### src/rtl/turnstile_pkg.sv
// Shared state encodings for the turnstile gate controller.
package turnstile_pkg;

  localparam int unsigned StateW = 2;

  typedef enum logic [StateW-1:0] {
    StLocked   = 2'b00,
    StUnlocked = 2'b01,
    StPassing  = 2'b10,
    StAlarm    = 2'b11
  } state_e;

endpackage

### src/rtl/tick_timer.sv
// Loadable down-counter with zero flag; holds at zero once reached.
module tick_timer #(
  parameter int unsigned Width = 5
) (
  input  logic             clk,
  input  logic             rst,
  input  logic [Width-1:0] load_val_i,
  input  logic             load_i,
  input  logic             dec_i,
  output logic             zero_o
);

  logic [Width-1:0] count_q, count_d;

  always_comb begin
    count_d = count_q;
    if (load_i) begin
      count_d = load_val_i;
    end else if (dec_i && (count_q != '0)) begin
      count_d = count_q - Width'(1);
    end
  end

  always_ff @(posedge clk) begin
    if (rst) begin
      count_q <= '0;
    end else begin
      count_q <= count_d;
    end
  end

  assign zero_o = (count_q == '0);

endmodule

### src/rtl/turnstile_gate_ctrl.sv
// Turnstile lock controller: grant-driven unlock window, single-passage admission,
// forced-push alarm and saturating passage counter.
module turnstile_gate_ctrl
  import turnstile_pkg::*;
#(
  parameter int unsigned UNLOCK_CYCLES = 20,
  parameter int unsigned ALARM_CYCLES  = 8,
  parameter int unsigned CNT_W         = 16
) (
  input  logic              clk,
  input  logic              rst,
  input  logic              open_access_door,
  input  logic              pass_sensor,
  input  logic              push_attempt,
  output logic              gate_unlock,
  output logic              alarm,
  output logic              timeout_pulse,
  output logic [CNT_W-1:0]  passage_count,
  output logic [StateW-1:0] state_out
);

  localparam int unsigned MaxCycles = (UNLOCK_CYCLES > ALARM_CYCLES) ? UNLOCK_CYCLES
                                                                      : ALARM_CYCLES;
  localparam int unsigned TimerW = $clog2(MaxCycles);
  localparam logic [TimerW-1:0] UnlockLoad = TimerW'(UNLOCK_CYCLES - 1);
  localparam logic [TimerW-1:0] AlarmLoad  = TimerW'(ALARM_CYCLES - 1);

  state_e            state_q, state_d;
  logic              open_q;
  logic              grant_edge;
  logic              gate_unlock_q, alarm_q, timeout_q, timeout_d;
  logic [CNT_W-1:0]  count_q, count_d;
  logic              cnt_inc;
  logic              tmr_load, tmr_dec, tmr_zero;
  logic [TimerW-1:0] tmr_val;

  assign grant_edge = open_access_door & ~open_q;

  tick_timer #(
    .Width (TimerW)
  ) u_tick_timer (
    .clk        (clk),
    .rst        (rst),
    .load_val_i (tmr_val),
    .load_i     (tmr_load),
    .dec_i      (tmr_dec),
    .zero_o     (tmr_zero)
  );

  // Timer only runs while a window or alarm is active; in PASSING it is unused.
  assign tmr_dec = (state_q == StUnlocked) || (state_q == StAlarm);

  always_comb begin
    state_d   = state_q;
    timeout_d = 1'b0;
    tmr_load  = 1'b0;
    tmr_val   = '0;
    cnt_inc   = 1'b0;
    unique case (state_q)
      StLocked: begin
        if (grant_edge) begin
          state_d  = StUnlocked;
          tmr_load = 1'b1;
          tmr_val  = UnlockLoad;
        end else if (push_attempt) begin
          state_d  = StAlarm;
          tmr_load = 1'b1;
          tmr_val  = AlarmLoad;
        end
      end
      StUnlocked: begin
        if (pass_sensor) begin
          state_d = StPassing;
        end else if (tmr_zero) begin
          state_d   = StLocked;
          timeout_d = 1'b1;
        end
      end
      StPassing: begin
        if (!pass_sensor) begin
          state_d = StLocked;
          cnt_inc = 1'b1;
        end
      end
      StAlarm: begin
        if (tmr_zero) begin
          state_d = StLocked;
        end
      end
      default: state_d = StLocked;
    endcase
  end

  assign count_d = (cnt_inc && (count_q != '1)) ? count_q + CNT_W'(1) : count_q;

  always_ff @(posedge clk) begin
    if (rst) begin
      state_q       <= StLocked;
      open_q        <= 1'b0;
      gate_unlock_q <= 1'b0;
      alarm_q       <= 1'b0;
      timeout_q     <= 1'b0;
      count_q       <= '0;
    end else begin
      state_q       <= state_d;
      open_q        <= open_access_door;
      gate_unlock_q <= (state_d == StUnlocked) || (state_d == StPassing);
      alarm_q       <= (state_d == StAlarm);
      timeout_q     <= timeout_d;
      count_q       <= count_d;
    end
  end

  assign gate_unlock   = gate_unlock_q;
  assign alarm         = alarm_q;
  assign timeout_pulse = timeout_q;
  assign passage_count = count_q;
  assign state_out     = state_q;

endmodule

### config.mk
export PLATFORM = sky130hd
export DESIGN_NAME = turnstile_gate_ctrl
export DESIGN_NICKNAME = d
export VERILOG_FILES = /design/src/rtl/turnstile_pkg.sv /design/src/rtl/tick_timer.sv /design/src/rtl/turnstile_gate_ctrl.sv
export SDC_FILE = /design/constraint.sdc
export NUM_CORES = 1
export LEC_CHECK = 0
export ABC_AREA = 1
export ABC_CLOCK_PERIOD_IN_PS = 2070
export CORE_MARGIN = 2
export CORE_UTILIZATION = 35
export DETAILED_ROUTE_END_ITERATION = 6
export SLEW_MARGIN = 15
export SYNTH_ARGS = -nofsm -noshare
export SYNTH_HDL_FRONTEND = slang
export SYNTH_SLANG_ARGS = --single-unit
### constraint.sdc
create_clock -name clk -period 2.07 [get_ports clk]
set_input_delay 0.207 -clock clk [delete_from_list [all_inputs] [get_ports clk]]
set_output_delay 0.207 -clock clk [all_outputs]
set_load 0.01 [all_outputs]
### Word-level counts from Yosys, hierarchy flattened

Index checks and enable logic that the tools add are counted.
Widths: inputs -> output; s select.

| operators by class | value |
|---|---|
| add/sub/neg operators | 2 |
| mux-type cells | 17 |
| bitwise operators | 3 |
| reductions and logical operators | 9 |
| equal/unequal tests | 7 |

Operators by type and width:

| cell | count |
|---|---|
| $mux 5 | 4 |
| $add 16x1->16 const B | 1 |
| $ne 16x16->1 const B | 1 |
| $mux 2 | 5 |
| $eq 2x2->1 const B | 4 |
| $pmux 2 s4 | 1 |
| $mux 1 | 6 |
| $logic_not 5->1 | 1 |
| $reduce_bool 5->1 | 1 |
| $sub 5x1->5 const B | 1 |
| $eq 2x1->1 const B | 2 |
| $mux 3 | 1 |
| $reduce_or 3->1 | 1 |
| $logic_and 1x1->1 | 2 |
| $logic_not 2->1 | 1 |
| $logic_or 1x1->1 | 2 |
| $not 1->1 | 2 |
| $reduce_bool 2->1 | 1 |
| $and 1x1->1 | 1 |

| word-level totals | value |
|---|---|
| register bits | 27 |
| output and inout bits | 21 |
| logic and storage cells | 45 |

### Longest topological paths before layout

| depth | value |
|---|---|
| word-level depth | 6 |
| mapped depth | 9 |
| mapped depth without buffers | 9 |

### By module

Synthesis repeated with hierarchy kept, for this count alone.

| second synthesis, totals | value |
|---|---|
| cell total of the unflattened synthesis | 228 |
| area, all modules | 1520.2 um^2 |

By module, submodules not included:

| module | seq. area each (um^2) | cells each | times used | area each (um^2) |
|---|---|---|---|---|
| turnstile_gate_ctrl | 440.4 | 170 | 1 | 1172.4 |
| tick_timer | 100.1 | 58 | 1 | 347.8 |

### Worst setup path before layout

Ideal clock, no wire load.

| timing | value |
|---|---|
| kind | reg2reg |
| from | reg count_q[0] (netlist: passage_count[0]) |
| to | reg count_q[13] (netlist: passage_count[13]) |
| data arrival time | 1.387 ns |
| stages on the path, launching flop included | 10 |
| buffers on the path | 1 |
| required time | 1.938 ns |
| setup time | 0.132 ns |
| setup slack | 0.551 ns |
| clock period less this slack | 1.519 ns |
| cells stage by stage | dfxtp_1 ha_1 nand2_1 nor2_1 nand2_1 nor2_1 nor2_4 buf_6 nand2_1 a21oi_1 |

| between the ends | value |
|---|---|
| word-level cells in the longest chain between the ends | 2 |

RTL lines:

| item | RTL line | text |
|---|---|---|
| from (decl) | turnstile_gate_ctrl.sv:32 | `logic [CNT_W-1:0] count_q, count_d;` |
| from (signal assigned) | turnstile_gate_ctrl.sv:110 | `count_q <= count_d;` |
| branches (longest 2 deep; another with $add 16x1->16) | -- |  |

Several ways; the timed one is not identified.
A chain may end at the register's enable or synchronous reset.

### Worst setup path in the final report

| timing | value |
|---|---|
| from | reg u_tick_timer.count_q[0] |
| to | reg gate_unlock_q (netlist: gate_unlock) |

| between the ends | value |
|---|---|
| word-level cells in the longest chain between the ends | 6 |

RTL lines:

| item | RTL line | text |
|---|---|---|
| from (decl) | tick_timer.sv:13 | `logic [Width-1:0] count_q, count_d;` |
| from (signal assigned) | tick_timer.sv:28 | `count_q <= count_d;` |
| $logic_not 5->1 (*) | tick_timer.sv:32 | `assign zero_o = (count_q == '0);` |
| $mux 2 (*) | turnstile_gate_ctrl.sv:74, turnstile_gate_ctrl.sv:86 |  |
| $mux 2 | turnstile_gate_ctrl.sv:72 | `if (pass_sensor) begin` |
| $pmux 2 s4 (*) | turnstile_gate_ctrl.sv:59 | `unique case (state_q)` |
| $eq 2x1->1 / $eq 2x2->1 (equally long branches) | turnstile_gate_ctrl.sv:107 | `gate_unlock_q <= (state_d == StUnlocked) \|\| (state_d == StPassing);` |
| $logic_or 1x1->1 (*) | turnstile_gate_ctrl.sv:107 |  |
| to (signal assigned) | turnstile_gate_ctrl.sv:107 |  |
| to (decl) | turnstile_gate_ctrl.sv:31 | `logic gate_unlock_q, alarm_q, timeout_q, timeout_d;` |

Every way passes the cells marked *; elsewhere a longest branch is shown, timed or not.

==> flow_metrics.env <==
export IMPL_cp_end_kind="flip-flop"
export IMPL_cp_start_kind="flip-flop"
export IMPL_antenna_left=0
export IMPL_final_hold_violation_count=0
export IMPL_syn_area_mm2=0.001418
export IMPL_dieArea_mm2=0.004575
export IMPL_post_cts_buffers=0
export IMPL_power_frac_seq=0.516
export IMPL_hp_class="input pin to flip-flop"
export IMPL_reg2reg_depth=8
export IMPL_die_width_um=67.64
export IMPL_skew_ps=6.029
export IMPL_arrival_ps=1840
export IMPL_relSlewSlack=0.6928
export IMPL_required_ps=2250
export IMPL_std_cell_rows=23
export IMPL_wl_per_cell_um=10.44
export IMPL_yosysTopAreaCell="dfxtp_1"
export IMPL_core_area_mm2=0.003943
export IMPL_status="complete, no violations"
export IMPL_synth_area_top_cells="dfxtp_1, nand2_1, nor2_1"
export IMPL_syn2layout_area_growth_pct=25.51
export IMPL_vdd_drop_max_mv=0.3020
export IMPL_yosysSeqAreaShare=0.3813
export IMPL_switching_share=0.2965
export IMPL_dr_first_iter_drc_count=102
export IMPL_final_area_mm2=0.001779
export IMPL_cts_reportedPaths_clkPinSlew_ps=100
export IMPL_ys_ff_latch=27
export IMPL_first_pass_iters=4
export IMPL_synth_top_area_frac=0.3813
export IMPL_holdWs_ps=456.2
export IMPL_initial_core_util=0.3596
export IMPL_ioPinCount=26
export IMPL_cts_resized=0
export IMPL_p_int_uw=790.8
export IMPL_maxCapViolCount=0
export IMPL_cts_made_buffers=3
export IMPL_num_fill_cells=403
export IMPL_antenna_found_initial=0
export IMPL_grt_max_degree=17
export IMPL_drc=0
export IMPL_layout_common_cells="nand2_1, nor2_1, dfxtp_1, inv_1, clkdlybuf4s50_1"
export IMPL_grt_pass1_vias=1138
export IMPL_vias_per_cell=4.663
export IMPL_cts_hold_buf=0
export IMPL_finalWirelength_um=3037
export IMPL_postPlaceCellArea_mm2=0.001730
export IMPL_rsz0062_at_grt="false"
export IMPL_worstSkewPairLatency_ps=280
export IMPL_drv_slew=0
export IMPL_vias=1357
export IMPL_dp_hpwl_um=2215
export IMPL_power_switching_uw=333.3
export IMPL_crit_fanout=4
export IMPL_synth_area_per_cell_um2=6.655
export IMPL_fmax_mhz=603.1
export IMPL_nets=250
export IMPL_htreeDepth=1
export IMPL_cts_sinks=27
export IMPL_path_class="flip-flop to flip-flop"
export IMPL_worst_pin_slew_ps=460.7
export IMPL_netlist_instances=213
export IMPL_pwr_share_clk=0.278
export IMPL_yosysUniqueCellTypes=22
export IMPL_clock_root_buffer="clkbuf_8"
export IMPL_setup_viol=0
export IMPL_cts_tree="done"
export IMPL_die_height_um=67.64
export IMPL_n_antenna_cell=0
export IMPL_gp_congestion=0.7929
export IMPL_p_leak_nw=0.6795
export IMPL_ys_warn_count=0
export IMPL_hold_depth=3
export IMPL_p_comb_frac=0.206
export IMPL_grt_pass1_wl_um=5168
export IMPL_grt_ovfl_total=0
export IMPL_max_clock_path_buffers=2
export IMPL_layout_drive_gt1_share=0.04979
export IMPL_syn_nets=221
export IMPL_mostFrequentLayoutCell="nand2_1"
export IMPL_power_density_mw_per_mm2=631.8
export IMPL_setup_tns_ps=0
export IMPL_timing_final_crit_share=0.8011
export IMPL_finalCriticalPeriod_ps=1658
export IMPL_grt_util_all_layers=0.1481
export IMPL_port_buffers=25
==> sequential cells by signal (all words and copies together) (netlist names) <==
name,count
state_out,2
passage_count,16
gate_unlock,1
open_q,1
alarm,1
timeout_pulse,1
u_tick_timer.count_q,5
==> synth_stat cells, drive strengths merged <==
cell / count
nor2: 31
o21ai: 10
nand4: 6
inv: 26
xnor2: 2
dfxtp: 27
nand2: 57
xor2: 5
clkbuf: 3
a21boi: 1
or2: 1
nand3: 17
ha: 3
a31oi: 2
buf: 1
and2: 1
nor3: 3
a21oi: 17
==> per-layer routing <==
metal / global-route usage / vias to the layer above / wire, µm
met5: 0 / - / 0
met3: 0.02000 / 4 / 104
met4: 0.06122 / 0 / 47
li1: - / 739 / -
met1: 0.2095 / 589 / 1559
met2: 0.2243 / 25 / 1325
==> cells by family after synthesis <==
kind of cell    after synthesis  synth area share
buf+inv                      30           0.08473
xor+xnor                      7           0.04325
simple gates                116            0.3522
compound gates               30            0.1121
fa+ha+maj                     3           0.02648
flops                        27            0.3813
==> per-stage QoR <==
step / instances / total power, mW / setup WS, ps / utilization
after floorplan: 213 / 0.7451 / 551.0 / -
after global placement: 287 / 0.8235 / 358.8 / 0.4389
after detailed placement: 287 / 0.8252 / 315.7 / 0.4389
after CTS: 291 / 1.140 / 385.1 / 0.4513
after global routing: 291 / 1.190 / 257.5 / 0.4513
final: 291 / 1.124 / 411.8 / 0.4513
==> power groups by stage <==
stage / Clock, mW / Sequential (mW) / Combinational [mW]
after floorplan: 0 / 0.596 / 0.149
after global placement: 0 / 0.594 / 0.230
after detailed placement: 0 / 0.592 / 0.233
after CTS: 0.325 / 0.581 / 0.234
after global routing: 0.337 / 0.587 / 0.266
final: 0.313 / 0.580 / 0.231
==> path summary, 6_finish.rpt <==
kind / startpoint / end / slack (ps)
setup / recovery: u_tick_timer.count_q[0] / gate_unlock / 410
hold / removal: open_access_door / open_q / 460
setup reg to reg: u_tick_timer.count_q[0] / gate_unlock / 410
hold reg to reg: u_tick_timer.count_q[4] / u_tick_timer.count_q[4] / 470
==> critical path, cell delays in order, from the launching register on <==
cell	delay, ps
dfxtp_1	370
inv_1	70
ha_1	230
nand4_1	160
nand2_1	130
o21ai_0	250
ha_1	270
inv_1	50
nor2_1	30
==> cell type report <==
cell class / count / area [µm²] / area share
clock inverter: 1 / 7.507 / 0.004219
tap: 50 / 62.56 / 0.03516
sequential: 27 / 540.5 / 0.3038
inverter: 26 / 97.59 / 0.05485
clock buffer: 3 / 41.29 / 0.02321
timing repair buffer: 28 / 272.8 / 0.1533
multi-input combinational: 156 / 757.0 / 0.4255
(Power assumes the default switching activity.)
